$ cat src/rtl/mem_arb_pkg.sv
// Shared types and defaults for the two-requester main-memory arbiter.
package mem_arb_pkg;

  typedef enum logic [1:0] {
    StIdle,
    StIssue,
    StWait,
    StResp
  } arb_state_e;

  localparam logic OWNER_I = 1'b0;
  localparam logic OWNER_D = 1'b1;

  localparam int unsigned DEF_WORD_SIZE   = 16;
  localparam int unsigned DEF_LINE_WORDS  = 4;
  // Must stay >= 2: ISSUE and at least one WAIT cycle are always present.
  localparam int unsigned DEF_MEM_LATENCY = 6;

endpackage

$ cat src/rtl/mem_arbiter_if.sv
// Bundle of cache-side handshakes and the main-memory port seen by mem_arbiter.
interface mem_arbiter_if import mem_arb_pkg::*; #(
  parameter int unsigned WORD_SIZE  = DEF_WORD_SIZE,
  parameter int unsigned LINE_WORDS = DEF_LINE_WORDS
);
  localparam int unsigned LINE = WORD_SIZE * LINE_WORDS;

  logic                 i_req;
  logic [WORD_SIZE-1:0] i_addr;
  logic                 i_done;
  logic [LINE-1:0]      i_rdata;

  logic                 d_req;
  logic                 d_we;
  logic [WORD_SIZE-1:0] d_addr;
  logic [LINE-1:0]      d_wdata;
  logic                 d_done;
  logic [LINE-1:0]      d_rdata;

  logic                 mem_read;
  logic                 mem_write;
  logic [WORD_SIZE-1:0] mem_addr;
  logic [LINE-1:0]      mem_wdata;
  logic [LINE-1:0]      mem_rdata;

  logic                 busy;
  logic                 owner;
  logic [15:0]          d_conflicts;

  // Arbiter side.
  modport slave (
    input  i_req, i_addr, d_req, d_we, d_addr, d_wdata, mem_rdata,
    output i_done, i_rdata, d_done, d_rdata, mem_read, mem_write, mem_addr, mem_wdata,
           busy, owner, d_conflicts
  );

  // Caches plus memory model side.
  modport master (
    output i_req, i_addr, d_req, d_we, d_addr, d_wdata, mem_rdata,
    input  i_done, i_rdata, d_done, d_rdata, mem_read, mem_write, mem_addr, mem_wdata,
           busy, owner, d_conflicts
  );

endinterface

$ cat src/rtl/arb_rr2.sv
// Two-way round-robin picker: on contention the requester that did not own last wins.
module arb_rr2 import mem_arb_pkg::*; (
  input  logic req_i,
  input  logic req_d,
  input  logic last_owner,
  output logic grant_valid,
  output logic grant_owner
);

  always_comb begin
    grant_valid = req_i | req_d;
    grant_owner = OWNER_I;
    if (req_i && req_d) begin
      grant_owner = ~last_owner;
    end else if (req_d) begin
      grant_owner = OWNER_D;
    end
  end

endmodule

$ cat src/rtl/mem_arbiter.sv
// Shares one fixed-latency main-memory port between the I-cache and D-cache line paths.
// One transaction at a time: IDLE -> ISSUE -> WAIT -> RESP, all outputs registered.
module mem_arbiter import mem_arb_pkg::*; #(
  parameter int unsigned WORD_SIZE   = DEF_WORD_SIZE,
  parameter int unsigned LINE_WORDS  = DEF_LINE_WORDS,
  parameter int unsigned MEM_LATENCY = DEF_MEM_LATENCY
) (
  input logic          clk,
  input logic          reset,
  mem_arbiter_if.slave bus
);

  localparam int unsigned LINE = WORD_SIZE * LINE_WORDS;
  localparam int unsigned CntW = (MEM_LATENCY > 2) ? $clog2(MEM_LATENCY - 1) : 1;
  localparam logic [CntW-1:0] CntLoad = CntW'(MEM_LATENCY - 2);

  arb_state_e           state_q;
  logic [CntW-1:0]      cnt_q;
  logic                 owner_q;
  logic                 we_q;
  logic [WORD_SIZE-1:0] addr_q;
  logic [LINE-1:0]      wdata_q;
  logic [LINE-1:0]      i_rdata_q;
  logic [LINE-1:0]      d_rdata_q;
  logic                 i_done_q;
  logic                 d_done_q;
  logic                 rd_q;
  logic                 wr_q;
  logic                 busy_q;
  logic [15:0]          conf_q;

  logic grant_valid;
  logic grant_owner;

  arb_rr2 u_rr (
    .req_i       (bus.i_req),
    .req_d       (bus.d_req),
    .last_owner  (owner_q),
    .grant_valid (grant_valid),
    .grant_owner (grant_owner)
  );

  always_ff @(posedge clk or posedge reset) begin
    if (reset) begin
      state_q   <= StIdle;
      cnt_q     <= '0;
      owner_q   <= OWNER_I;
      we_q      <= 1'b0;
      addr_q    <= '0;
      wdata_q   <= '0;
      i_rdata_q <= '0;
      d_rdata_q <= '0;
      i_done_q  <= 1'b0;
      d_done_q  <= 1'b0;
      rd_q      <= 1'b0;
      wr_q      <= 1'b0;
      busy_q    <= 1'b0;
      conf_q    <= '0;
    end else begin
      i_done_q <= 1'b0;
      d_done_q <= 1'b0;
      rd_q     <= 1'b0;
      wr_q     <= 1'b0;

      if (state_q == StIdle && bus.i_req && bus.d_req && conf_q != 16'hFFFF) begin
        conf_q <= conf_q + 16'd1;
      end

      unique case (state_q)
        StIdle: begin
          if (grant_valid) begin
            owner_q <= grant_owner;
            busy_q  <= 1'b1;
            state_q <= StIssue;
            if (grant_owner == OWNER_D) begin
              addr_q  <= bus.d_addr;
              wdata_q <= bus.d_wdata;
              we_q    <= bus.d_we;
              rd_q    <= ~bus.d_we;
              wr_q    <= bus.d_we;
            end else begin
              addr_q  <= bus.i_addr;
              we_q    <= 1'b0;
              rd_q    <= 1'b1;
            end
          end
        end
        StIssue: begin
          cnt_q   <= CntLoad;
          state_q <= StWait;
        end
        StWait: begin
          if (cnt_q == '0) begin
            // Memory data is valid only in this last WAIT cycle.
            if (!we_q) begin
              if (owner_q == OWNER_D) d_rdata_q <= bus.mem_rdata;
              else                    i_rdata_q <= bus.mem_rdata;
            end
            if (owner_q == OWNER_D) d_done_q <= 1'b1;
            else                    i_done_q <= 1'b1;
            state_q <= StResp;
          end else begin
            cnt_q <= cnt_q - 1'b1;
          end
        end
        StResp: begin
          busy_q  <= 1'b0;
          state_q <= StIdle;
        end
        default: state_q <= StIdle;
      endcase
    end
  end

  assign bus.i_done      = i_done_q;
  assign bus.i_rdata     = i_rdata_q;
  assign bus.d_done      = d_done_q;
  assign bus.d_rdata     = d_rdata_q;
  assign bus.mem_read    = rd_q;
  assign bus.mem_write   = wr_q;
  assign bus.mem_addr    = addr_q;
  assign bus.mem_wdata   = wdata_q;
  assign bus.busy        = busy_q;
  assign bus.owner       = owner_q;
  assign bus.d_conflicts = conf_q;

endmodule

$ cat src/flat_wrapper.sv
// flat-port wrapper written by rule: the top's interface ports become plain ports
module mem_arbiter_flat import mem_arb_pkg::*;
#(
  parameter int unsigned WORD_SIZE   = DEF_WORD_SIZE,
  parameter int unsigned LINE_WORDS  = DEF_LINE_WORDS,
  parameter int unsigned MEM_LATENCY = DEF_MEM_LATENCY
)
  (clk, reset, bus_i_req, bus_i_addr, bus_d_req, bus_d_we, bus_d_addr, bus_d_wdata, bus_mem_rdata, bus_i_done, bus_i_rdata, bus_d_done, bus_d_rdata, bus_mem_read, bus_mem_write, bus_mem_addr, bus_mem_wdata, bus_busy, bus_owner, bus_d_conflicts);
  mem_arbiter_if #(.WORD_SIZE(WORD_SIZE), .LINE_WORDS(LINE_WORDS)) bus_i ();
  input logic clk;
  input logic reset;
  input wire logic [$bits(bus_i.i_req)-1:0] bus_i_req;
  input wire logic [$bits(bus_i.i_addr)-1:0] bus_i_addr;
  input wire logic [$bits(bus_i.d_req)-1:0] bus_d_req;
  input wire logic [$bits(bus_i.d_we)-1:0] bus_d_we;
  input wire logic [$bits(bus_i.d_addr)-1:0] bus_d_addr;
  input wire logic [$bits(bus_i.d_wdata)-1:0] bus_d_wdata;
  input wire logic [$bits(bus_i.mem_rdata)-1:0] bus_mem_rdata;
  output wire logic [$bits(bus_i.i_done)-1:0] bus_i_done;
  output wire logic [$bits(bus_i.i_rdata)-1:0] bus_i_rdata;
  output wire logic [$bits(bus_i.d_done)-1:0] bus_d_done;
  output wire logic [$bits(bus_i.d_rdata)-1:0] bus_d_rdata;
  output wire logic [$bits(bus_i.mem_read)-1:0] bus_mem_read;
  output wire logic [$bits(bus_i.mem_write)-1:0] bus_mem_write;
  output wire logic [$bits(bus_i.mem_addr)-1:0] bus_mem_addr;
  output wire logic [$bits(bus_i.mem_wdata)-1:0] bus_mem_wdata;
  output wire logic [$bits(bus_i.busy)-1:0] bus_busy;
  output wire logic [$bits(bus_i.owner)-1:0] bus_owner;
  output wire logic [$bits(bus_i.d_conflicts)-1:0] bus_d_conflicts;
  assign bus_i.i_req = bus_i_req;
  assign bus_i.i_addr = bus_i_addr;
  assign bus_i.d_req = bus_d_req;
  assign bus_i.d_we = bus_d_we;
  assign bus_i.d_addr = bus_d_addr;
  assign bus_i.d_wdata = bus_d_wdata;
  assign bus_i.mem_rdata = bus_mem_rdata;
  assign bus_i_done = bus_i.i_done;
  assign bus_i_rdata = bus_i.i_rdata;
  assign bus_d_done = bus_i.d_done;
  assign bus_d_rdata = bus_i.d_rdata;
  assign bus_mem_read = bus_i.mem_read;
  assign bus_mem_write = bus_i.mem_write;
  assign bus_mem_addr = bus_i.mem_addr;
  assign bus_mem_wdata = bus_i.mem_wdata;
  assign bus_busy = bus_i.busy;
  assign bus_owner = bus_i.owner;
  assign bus_d_conflicts = bus_i.d_conflicts;
  mem_arbiter #(.WORD_SIZE(WORD_SIZE), .LINE_WORDS(LINE_WORDS), .MEM_LATENCY(MEM_LATENCY)) u_core (.clk(clk), .reset(reset), .bus(bus_i));
endmodule
$ cat config.mk
export PLATFORM = sky130hd
export DESIGN_NAME = mem_arbiter_flat
export DESIGN_NICKNAME = d
export VERILOG_FILES = /design/src/rtl/mem_arb_pkg.sv /design/src/rtl/mem_arbiter_if.sv /design/src/rtl/arb_rr2.sv /design/src/rtl/mem_arbiter.sv /design/src/flat_wrapper.sv
export SDC_FILE = /design/constraint.sdc
export NUM_CORES = 1
export LEC_CHECK = 0
export CORE_AREA = 2 2 165 167
export CTS_BUF_LIST = sky130_fd_sc_hd__clkbuf_8
export CTS_CLUSTER_DIAMETER = 40
export CTS_CLUSTER_SIZE = 12
export DETAILED_ROUTE_END_ITERATION = 10
export DIE_AREA = 0 0 167 169
export PLACE_DENSITY = 0.78
export SYNTH_ARGS = -nofsm -noshare
export SYNTH_HDL_FRONTEND = slang
export SYNTH_SLANG_ARGS = --single-unit
$ cat constraint.sdc
create_clock -name clk -period 8.2 [get_ports clk]
set_input_delay 1.64 -clock clk [delete_from_list [all_inputs] [get_ports clk]]
set_output_delay 1.64 -clock clk [all_outputs]
set_load 0.05 [all_outputs]
After elaboration in Yosys (flattened, before gate mapping)
Index checks and enable logic that the tools add are counted.
Cells by class
  add/sub/neg operators: 2
  equal/unequal tests: 7
  mux-type cells: 22
  bitwise logic cells: 4
  reductions and logical operators: 15
Operators with widths (number)
  $add A16 B1 Y16 const B: 1
  $mux W16: 1
  $ne A16 B16 Y1 const B: 1
  $mux W1: 15
  $pmux W2 S4: 1
  $reduce_and A2 Y1: 4
  $reduce_and A4 Y1: 2
  $pmux W3 S2: 1
  $eq A2 B2 Y1 const B: 2
  $logic_and A1 B1 Y1: 4
  $mux W2: 2
  $ne A2 B1 Y1 const B: 2
  $reduce_bool A2 Y1: 2
  $logic_not A3 Y1: 1
  $mux W3: 1
  $not A1 Y1: 3
  $reduce_and A3 Y1: 1
  $sub A3 B1 Y3 const B: 1
  $eq A2 B1 Y1 const B: 1
  $logic_not A2 Y1: 1
  $ne A2 B2 Y1 const B: 1
  $pmux W1 S2: 1
  $or A1 B1 Y1: 1
Word-level totals
  flip-flop bits (word level): 236
  bits of input ports: 165
  output and inout bits: 230
  logic and storage cells: 64

Logic depth before layout (Yosys ltp)
Gate-level depths: netlist (run 1).
  depth in word-level cells: 5
  depth in mapped cells: 7

Modules after synthesis
A second synthesis (run 1) with hierarchy kept.
Second synthesis, totals
  cell total of the unflattened synthesis: 599
  area total of the unflattened synthesis: 9260.1 µm²
By module, submodules not included
  mem_arbiter: times used 1, cells each 597, area an instance 9246.4 µm²
  arb_rr2: times used 1, cells each 2, area an instance 13.8 µm²

Worst setup path before layout (run 1)
Ideal clock, no wire load.
  kind: input to register
  from: input bus_d_req
  to: register u_core.wdata_q[0] (netlist: u_core.bus.mem_wdata[0])
  data arrival time: 2762 ps
  setup slack: 5314 ps
  stages on the path: 6
  buffers on the path: 3
  cells stage by stage: a21boi_0 buf_4 nand2_1 buf_2 buf_2 mux2_2
On the way
  word-level cells in the longest chain between the ends: 3
  elaborated cells between the ends (all ways): 5
  classes of those cells: mux: 2; bitwise: 1; reduce/logical: 2
RTL lines
  from (decl): line flat_wrapper.sv:14  | input wire logic [$bits(bus_i.d_req)-1:0] bus_d_req;
  $mux W1 / $logic_and A1 B1 Y1 (equally long branches): line arb_rr2.sv:15, arb_rr2.sv:13
  $mux W1: line arb_rr2.sv:13  | if (req_i && req_d) begin
  $reduce_and A3 Y1 (no line) *
  to (signal assigned): line mem_arbiter.sv:77  | wdata_q <= bus.d_wdata;
  to (decl): line mem_arbiter.sv:22  | logic [LINE-1:0] wdata_q;
Every way passes the cells marked *; elsewhere a longest branch is shown, timed or not.
A chain may end at the register's enable or synchronous reset.

Final worst setup path (run 1)
  from: register u_core.owner_q (netlist: u_core.bus.owner)
  to: output bus_owner
RTL lines
  from (decl): line mem_arbiter.sv:19  | logic owner_q;
  from (signal assigned): line mem_arbiter.sv:72  | owner_q <= grant_owner;
  to (decl): line flat_wrapper.sv:28  | output wire logic [$bits(bus_i.owner)-1:0] bus_owner;
No word-level cell between the ends.

==> metrics.cfg, run 1 <==
[run_status]
outcome=completed

[power]
power_per_cell_area_mw_per_mm2=473.9
fin_total_pwr_mw=6.789
peakVddDrop_mv=0.2856
p_leak_nw=6.209

[timing]
tns_ns=0
setup_violations=0
layout_min_cycle_time_ns=3.602
hold_viol=0
fmax_ghz=0.2776
drv_slew=0
fin_skew_ns=0.02635
rsz0062_at_grt=false
worst_pin_slew_ns=1.115
fin_crit_sh_pct=43.93
setup_ws_ns=4.598
slew_headroom_pct=25.64

[clock_tree]
cts_buffers=35
cts_resized=0
postCtsSetupBuffers=0
cts_hold_buf=0
cts-htree-levels=2
clk_pin_slew_worst_paths_ns=0.08
cts_tree=done
cts_sinks=236
cts_root_buf=clkbuf_8
insertion_delay_ns=0.52
clockBufferDepth=3

[critical_path]
required_ns=6.56
slowest_delay_ns=0.89
crit_chain=clkdlybuf4s50_1
cp_top_family=buffers and inverters
cp.arrival_ns=1.96
path_class=flop to output port
path_buf_inv=1
crit_slowest_cell=clkdlybuf4s50_1
r2r_start=u_core.state_q[0]
end_kind=output port
start_kind=flop
reg2reg_depth=6
r2r_slack_ns=5.70
rr_endpoint=u_core.bus.i_rdata[27]
critPathMaxFanout=6

[global_routing]
grt.total_usage_pct=16.58
grt_pass1_wl_mm=37.38
grt_pass1_vias=6870
grt_max_degree=139
antenna_found_initial=1
grt.overflow.total=0

[route]
wl_per_cell_um=17.32
initialDrtViolationCount=233
wl_met1_mm=9.177
wl_met2_mm=12.09
viasPerCell=4.697
via_count=6482
wirelength_mm=23.90
route.met3.wl_mm=2.025
drtPass1Iterations=4
routed.top_layer=met4
antenna_left=0
route.detailed.drc=0

[flow_run]
maxCapViolCount=0

[placed_design]
gp_congestion=0.8001
post-dp-hpwl_mm=17.30
dpl_worst_slack_ns=4.216
dp.cells=1317
portBuffers=394

[min_path]
hold_depth=2
hp-start=u_core.bus.mem_addr[2]
holdPathEnd=u_core.bus.mem_addr[2]
min_path_type=flop to flop

[logic_synthesis]
syn-cell-area_mm2=0.009174
synth_area_leaders=dfrtp_1 64%, mux2_2 23%, mux2i_1 1.7%, o21ai_0 1.3%, buf_2 1.1%
syn_avg_cell_area_um2=15.24
synth.largest_area_cell=dfrtp_1
synth_top_area_share_pct=64.38
synth_enable_flop_cells=0
netlist_instances=602
yosysWarnings=0
synth-seq-cells=236
synth_seq_area_share_pct=64.38
async_flop_share_pct=100.0
synth_nets=774
synth_cell_type_count=36
synth_ff_type=dfrtp_1

[die]
boundaryPins=395
dieWidth_um=167
dieArea_mm2=0.02822
rows=60
coreArea_mm2=0.02650
start_util_pct=34.62
die_y_um=169

[layout]
drive_above_1_share_pct=25.05
mostFrequentLayoutCells=394 x clkdlybuf4s50_1, 236 x dfrtp_1, 185 x mux2_2, 39 x clkbuf_8, 25 x nand2_1
fill_cells=2203
fin_cells=1380
multi_input_area_mm2=0.003113
nets=1185
final_common_cell=clkdlybuf4s50_1
regArea_mm2=0.005906
final_util_pct=54.05
area_growth_pct=56.14

metrics by stage:
stage                     hold WS [ns]  instance area [um2]
after floorplan                 0.4609                 9174
after global placement          0.4618                13480
after detailed placement        0.4701                13480
after CTS                       0.4880                14320
after global routing            0.5024                14320
final                           0.4834                14320
synthesized netlist by cell type, drive strengths merged, types with 6 or more instances:
cell,instances
o21ai,24
mux2i,16
inv,10
nand4,8
nand2,26
nor3,6
mux2,194
xnor2,9
buf,22
nor2,7
dfrtp,236
ha,7
nand3,8
registers in the layout (all words and copies together), names as in the netlist:
name,count
u_core.we_q,1
u_core.state_q,2
u_core.bus.d_done,1
u_core.bus.d_conflicts,16
u_core.bus.mem_read,1
u_core.cnt_q,3
u_core.bus.mem_write,1
u_core.bus.owner,1
u_core.bus.i_rdata,64
u_core.bus.d_rdata,64
u_core.bus.mem_addr,16
u_core.bus.busy,1
u_core.bus.i_done,1
u_core.bus.mem_wdata,64
power breakdown:
part | switching, mW | total (mW) | internal [mW]
Sequential | 0.288 | 1.97 | 1.68
Combinational | 2.36 | 3.69 | 1.33
Clock | 0.484 | 1.13 | 0.647
cell families after synthesis:
kind of cell	Yosys count	share of synthesized area, %
adders and majority gates	7	0.9547
DFF	236	64.38
xor gates and xnor gates	14	1.337
AOI/OAI and AO/OA	32	1.991
muxes	210	25.56
and+or+nand+nor	67	3.983
buffers and inverters	36	1.800
how the worst max path moves through the flow:
stage                     startpoint                       end  slack [ns]  depth (start not counted)
global placement           bus_d_req  u_core.bus.mem_wdata[50]        4.26                          6
floorplan                      reset           u_core.bus.busy        0.09                          1
finish              u_core.bus.owner                 bus_owner        4.60                          1
global route        u_core.bus.owner                 bus_owner        4.53                          1
detailed placement         bus_d_req  u_core.bus.mem_wdata[12]        4.22                          6
CTS                 u_core.bus.owner                 bus_owner        4.55                          1
cell type report:
type / count / share of cell area, %
Multi-Input combinational cell: 330 / 21.73
Sequential cell: 236 / 41.23
Clock inverter: 23 / 2.131
Clock buffer: 39 / 3.747
Inverter: 10 / 0.3145
Timing Repair Buffer: 400 / 27.85
Antenna cell: 1 / 0.01747
Tap cell: 341 / 2.979
layer usage:
layer | GRT usage [%] | vias to the layer above
met1 | 19.28 | 3202
met4 | 5.885 | 0
li1 | - | 2946
met2 | 28.68 | 290
met5 | 0 | -
met3 | 5.518 | 44
Power figures use the tool's default switching activity.
==> inputs of run 2 (changes only) <==
--- a/config.mk
+++ b/config.mk
@@ -11,7 +11,7 @@
 export CTS_CLUSTER_SIZE = 12
 export DETAILED_ROUTE_END_ITERATION = 10
 export DIE_AREA = 0 0 167 169
-export PLACE_DENSITY = 0.78
+export PLACE_DENSITY = 0.75
 export SYNTH_ARGS = -nofsm -noshare
 export SYNTH_HDL_FRONTEND = slang
 export SYNTH_SLANG_ARGS = --single-unit
==> constraint.sdc (replaced) <==
create_clock -name clk -period 3.5 [get_ports clk]
set_input_delay 0.7 -clock clk [delete_from_list [all_inputs] [get_ports clk]]
set_output_delay 0.7 -clock clk [all_outputs]
set_load 0.05 [all_outputs]
==> metrics.cfg, run 2 (synthesis results as in run 1) <==
[die]
start_util_pct=34.62  ; unchanged
die_y_um=169  ; unchanged
rows=60  ; unchanged
dieWidth_um=167  ; unchanged
boundaryPins=395  ; unchanged
dieArea_mm2=0.02822  ; unchanged
coreArea_mm2=0.02650  ; unchanged

[critical_path]
end_kind=output port
start_kind=flop
cp.arrival_ns=1.93  ; -0.03 ns
path_class=flop to output port
reg2reg_depth=6  ; unchanged
path_buf_inv=1  ; unchanged
required_ns=2.80  ; -3.76 ns
crit_chain=clkdlybuf4s50_1
crit_slowest_cell=clkdlybuf4s50_1
critPathMaxFanout=6  ; unchanged
cp_top_family=buffers and inverters
cp.depth=1  ; unchanged
slowest_delay_ns=0.89  ; about the same

[route]
via_count=6464  ; -0.28%
viasPerCell=4.640  ; -1.2%
route.detailed.drc=0  ; unchanged
wirelength_mm=23.84  ; -0.24%
wl_per_cell_um=17.11  ; -1.2%
drtPass1Iterations=4  ; unchanged
antenna_left=0  ; unchanged
initialDrtViolationCount=248  ; +6.4%

[timing]
layout_min_cycle_time_ns=2.632
fin_crit_sh_pct=75.19
worst_pin_slew_ns=0.7168  ; -0.3984 ns
setup_ws_ns=0.8683  ; -3.730 ns
fin_skew_ns=0.01805  ; -0.008303 ns
tns_ns=0  ; unchanged
fmax_ghz=0.3800
drv_slew=0  ; unchanged
rsz0062_at_grt=false
slew_headroom_pct=51.46  ; +26 points
hold_slack_ns=0.4821  ; -0.001305 ns
setup_violations=0  ; unchanged
hold_viol=0  ; unchanged

[placed_design]
gp_congestion=0.7966  ; -0.44%
post-dp-hpwl_mm=17.70  ; +2.3%
dpl_worst_slack_ns=0.9076  ; -3.308 ns
portBuffers=394  ; unchanged

[min_path]
min_path_type=flop to flop
hold_depth=2  ; unchanged

[clock_tree]
insertion_delay_ns=0.52  ; about the same
cts_sinks=236  ; unchanged
cts-htree-levels=2  ; unchanged
cts_root_buf=clkbuf_8
cts_resized=0  ; unchanged
cts_hold_buf=0  ; unchanged
cts_tree=done
cts_buffers=38  ; +8.6%
clockBufferDepth=3  ; unchanged
clk_pin_slew_worst_paths_ns=0.06  ; -0.02 ns
postCtsSetupBuffers=0  ; unchanged

[global_routing]
grt.overflow.total=0  ; unchanged
grt.total_usage_pct=16.58  ; about the same
grt_pass1_vias=6723  ; -2.1%
grt_pass1_wl_mm=37.09  ; -0.76%
grt_max_degree=75  ; -46%
antenna_found_initial=0  ; -1

[flow_run]
maxCapViolCount=0  ; unchanged

[layout]
antennaDiodeCount=0  ; -1
area_growth_pct=58.21
nets=1195  ; +0.84%
final_common_cell=clkdlybuf4s50_1
final_util_pct=54.77  ; +0.72 points
drive_above_1_share_pct=25.67  ; +0.62 points
mostFrequentLayoutCells=394 x clkdlybuf4s50_1, 236 x dfrtp_1, 185 x mux2_2, 44 x clkbuf_8, 25 x nand2_1

[run_status]
outcome=completed

[power]
peakVddDrop_mv=0.7197  ; +150%
p_leak_nw=6.321  ; +1.8%
power_per_cell_area_mw_per_mm2=1106  ; +130%
fin_total_pwr_mw=16.05  ; +140%

[run 2: changes by cell type in the layout (fill, tap and decap cells not counted), sizes merged]
| cell | previous run | this run |
|---|---|---|
| buf | 6 | 13 |
| clkinv | 5 | 6 |
| clkinvlp | 4 | 3 |
| inv | 18 | 20 |
| diode | 1 | 0 |
| clkbuf | 39 | 44 |
[run 2: worst paths after layout]
kind	endpoint	slack [ns]	start
min	u_core.bus.mem_addr[3]	0.48	u_core.bus.mem_addr[3]
max	bus_owner	0.87	u_core.bus.owner
max reg2reg	u_core.bus.d_rdata[14]	1.09	u_core.state_q[0]
max in group asynchronous	u_core.bus.i_rdata[27]	2.10	reset
min in group asynchronous	u_core.bus.mem_addr[2]	0.62	reset
min reg2reg	u_core.bus.mem_addr[3]	0.48	u_core.bus.mem_addr[3]
[run 2: per-layer routing]
metal / track usage [%] / wire length, um / vias up
met5: 0 / 0 / -
met3: 5.611 / 2017 / 54
met1: 19.62 / 9314 / 3161
met2: 28.34 / 11870 / 271
met4: 5.585 / 635 / 0
li1: - / - / 2978
[run 2: power breakdown]
group	total [mW]	leakage (nW)	switching, mW	internal [mW]
clock	2.79	0.482	1.15	1.63
sequential	4.59	2.97	0.652	3.94
combinational	8.68	2.87	5.53	3.14
[run 2: cell type report]
class	instances	area, um2
clock buffers	44	605.6
clock inverters	25	305.3
inverters	10	41.29
fillers	2190	11990
flip-flops and latches	236	5906
well taps	341	426.7
multi-input cells	330	3113
repair buffers	407	4116
[run 2: stage by stage]
step	instances	cell area [um2]
6_report	1393	14510
5_1_grt	1393	14510
4_1_cts	1393	14510
3_5_place_dp	1324	13600
3_3_place_gp	1324	13600
2_1_floorplan	602	9178
==> inputs of run 3 (changes only) <==
==> constraint.sdc (replaced) <==
create_clock -name clk -period 2.55 [get_ports clk]
set_input_delay 0.51 -clock clk [delete_from_list [all_inputs] [get_ports clk]]
set_output_delay 0.51 -clock clk [all_outputs]
set_load 0.05 [all_outputs]
==> metrics.cfg, run 3 (synthesis results as in run 1) <==
[layout]
final_common_cell=clkdlybuf4s50_1
fill_cells=2176  ; -0.64%
drive_above_1_share_pct=26.33  ; +0.66 points
regArea_mm2=0.005906  ; unchanged
mostFrequentLayoutCells=394 x clkdlybuf4s50_1, 236 x dfrtp_1, 185 x mux2_2, 43 x clkbuf_8, 25 x nand2_1
antennaDiodeCount=0  ; unchanged
nets=1200  ; +0.42%
multi_input_area_mm2=0.003113  ; unchanged
design_area_mm2=0.01455  ; +0.22%
area_growth_pct=58.57

[clock_tree]
clockBufferDepth=3  ; unchanged
cts_buffers=38  ; unchanged
postCtsSetupBuffers=0  ; unchanged
cts_tree=done
cts_root_buf=clkbuf_8
cts_resized=0  ; unchanged
cts_hold_buf=0  ; unchanged
cts_sinks=236  ; unchanged
insertion_delay_ns=0.52  ; about the same
clk_pin_slew_worst_paths_ns=0.06  ; about the same
cts-htree-levels=2  ; unchanged

[min_path]
min_path_type=input pin to asynchronous set/reset pin

[timing]
hold_viol=0  ; unchanged
setup_violations=0  ; unchanged
hold_slack_ns=0.2509  ; -0.2312 ns
fmax_ghz=0.4088
layout_min_cycle_time_ns=2.446
fin_skew_ns=0.01919  ; +0.001143 ns
slew_headroom_pct=54.34  ; +2.9 points
rsz0062_at_grt=false
drv_slew=0  ; unchanged
worst_pin_slew_ns=0.6742  ; -0.04258 ns
fin_crit_sh_pct=95.92

[route]
via_count=6501  ; +0.57%
wirelength_mm=24.39  ; +2.3%
antenna_left=0  ; unchanged
drtPass1Iterations=4  ; unchanged
initialDrtViolationCount=263  ; +6.0%
route.detailed.drc=0  ; unchanged
wl_per_cell_um=17.46  ; +2.0%
viasPerCell=4.654  ; +0.28%

[critical_path]
crit_slowest_cell=clkdlybuf4s50_1
path_buf_inv=1  ; unchanged
cp_top_family=buffers and inverters
start_kind=flop
path_class=flop to output port
slowest_delay_ns=0.90  ; about the same
crit_chain=clkdlybuf4s50_1
required_ns=2.04  ; -0.76 ns
end_kind=output port
cp.arrival_ns=1.94  ; about the same
critPathMaxFanout=6  ; unchanged

[placed_design]
post-dp-hpwl_mm=17.84  ; +0.82%
portBuffers=394  ; unchanged
dpl_cell_area_mm2=0.01364  ; +0.28%
gp_congestion=0.7782  ; -2.3%

[die]
dieWidth_um=167  ; unchanged
coreArea_mm2=0.02650  ; unchanged
die_y_um=169  ; unchanged
rows=60  ; unchanged
dieArea_mm2=0.02822  ; unchanged
start_util_pct=34.62  ; unchanged
boundaryPins=395  ; unchanged

[global_routing]
antenna_found_initial=0  ; unchanged
grt_pass1_wl_mm=38.17  ; +2.9%
grt.overflow.total=0  ; unchanged
grt_pass1_vias=6934  ; +3.1%
grt.total_usage_pct=16.94  ; +0.37 points
grt_max_degree=94  ; +25%

[run_status]
outcome=completed

[flow_run]
maxCapViolCount=0  ; unchanged

[power]
p_leak_nw=6.318  ; about the same
peakVddDrop_mv=1.022  ; +42%
power_per_cell_area_mw_per_mm2=1519  ; +37%

-- run 3: report_power, final --
group | internal, mW | switching, mW
clock network | 2.21 | 1.60
logic | 4.35 | 7.62
registers | 5.40 | 0.911
-- run 3: final cells by class --
class / instances / area share (%)
clock buffer: 43 / 4.068
clock inverter: 25 / 2.159
inverter: 10 / 0.2838
multi-input combinational: 330 / 21.40
sequential: 236 / 40.60
tap: 341 / 2.933
timing repair buffer: 412 / 28.56
-- run 3: layer usage --
metal  global-route usage (%)  share of wire (%)  up-vias
met5                        0                  0        -
met4                    6.334                3.0        0
met2                    28.56                 49      287
li1                         -                  -     2984
met3                    6.032                8.4       51
met1                    19.96                 39     3179
-- run 3: final timing paths --
path | start | endpoint | slack, ns | cells after the start
min | reset | u_core.bus.mem_wdata[39] | 0.25 | 2
max in group asynchronous | reset | u_core.bus.mem_wdata[38] | 1.48 | 4
max reg2reg | u_core.state_q[0] | u_core.bus.d_rdata[3] | 0.39 | 6
max | u_core.bus.owner | bus_owner | 0.10 | 1
min reg2reg | u_core.bus.mem_addr[0] | u_core.bus.mem_addr[0] | 0.48 | 2
min in group clk | u_core.bus.mem_addr[0] | u_core.bus.mem_addr[0] | 0.48 | 2
-- run 3: stage by stage --
step	setup TNS, ns	setup slack (ns)	utilization (%)	instances	total power, mW
floorplan	-248.24	-1.052	-	602	14.06
CTS	0	0.03592	54.89	1397	22.36
detailed placement	0	0.2771	51.47	1329	18.42
global placement	0	0.3019	51.47	1329	18.24
global route	0	0.01665	54.89	1397	23.09
finish	0	0.1040	54.89	1397	22.10
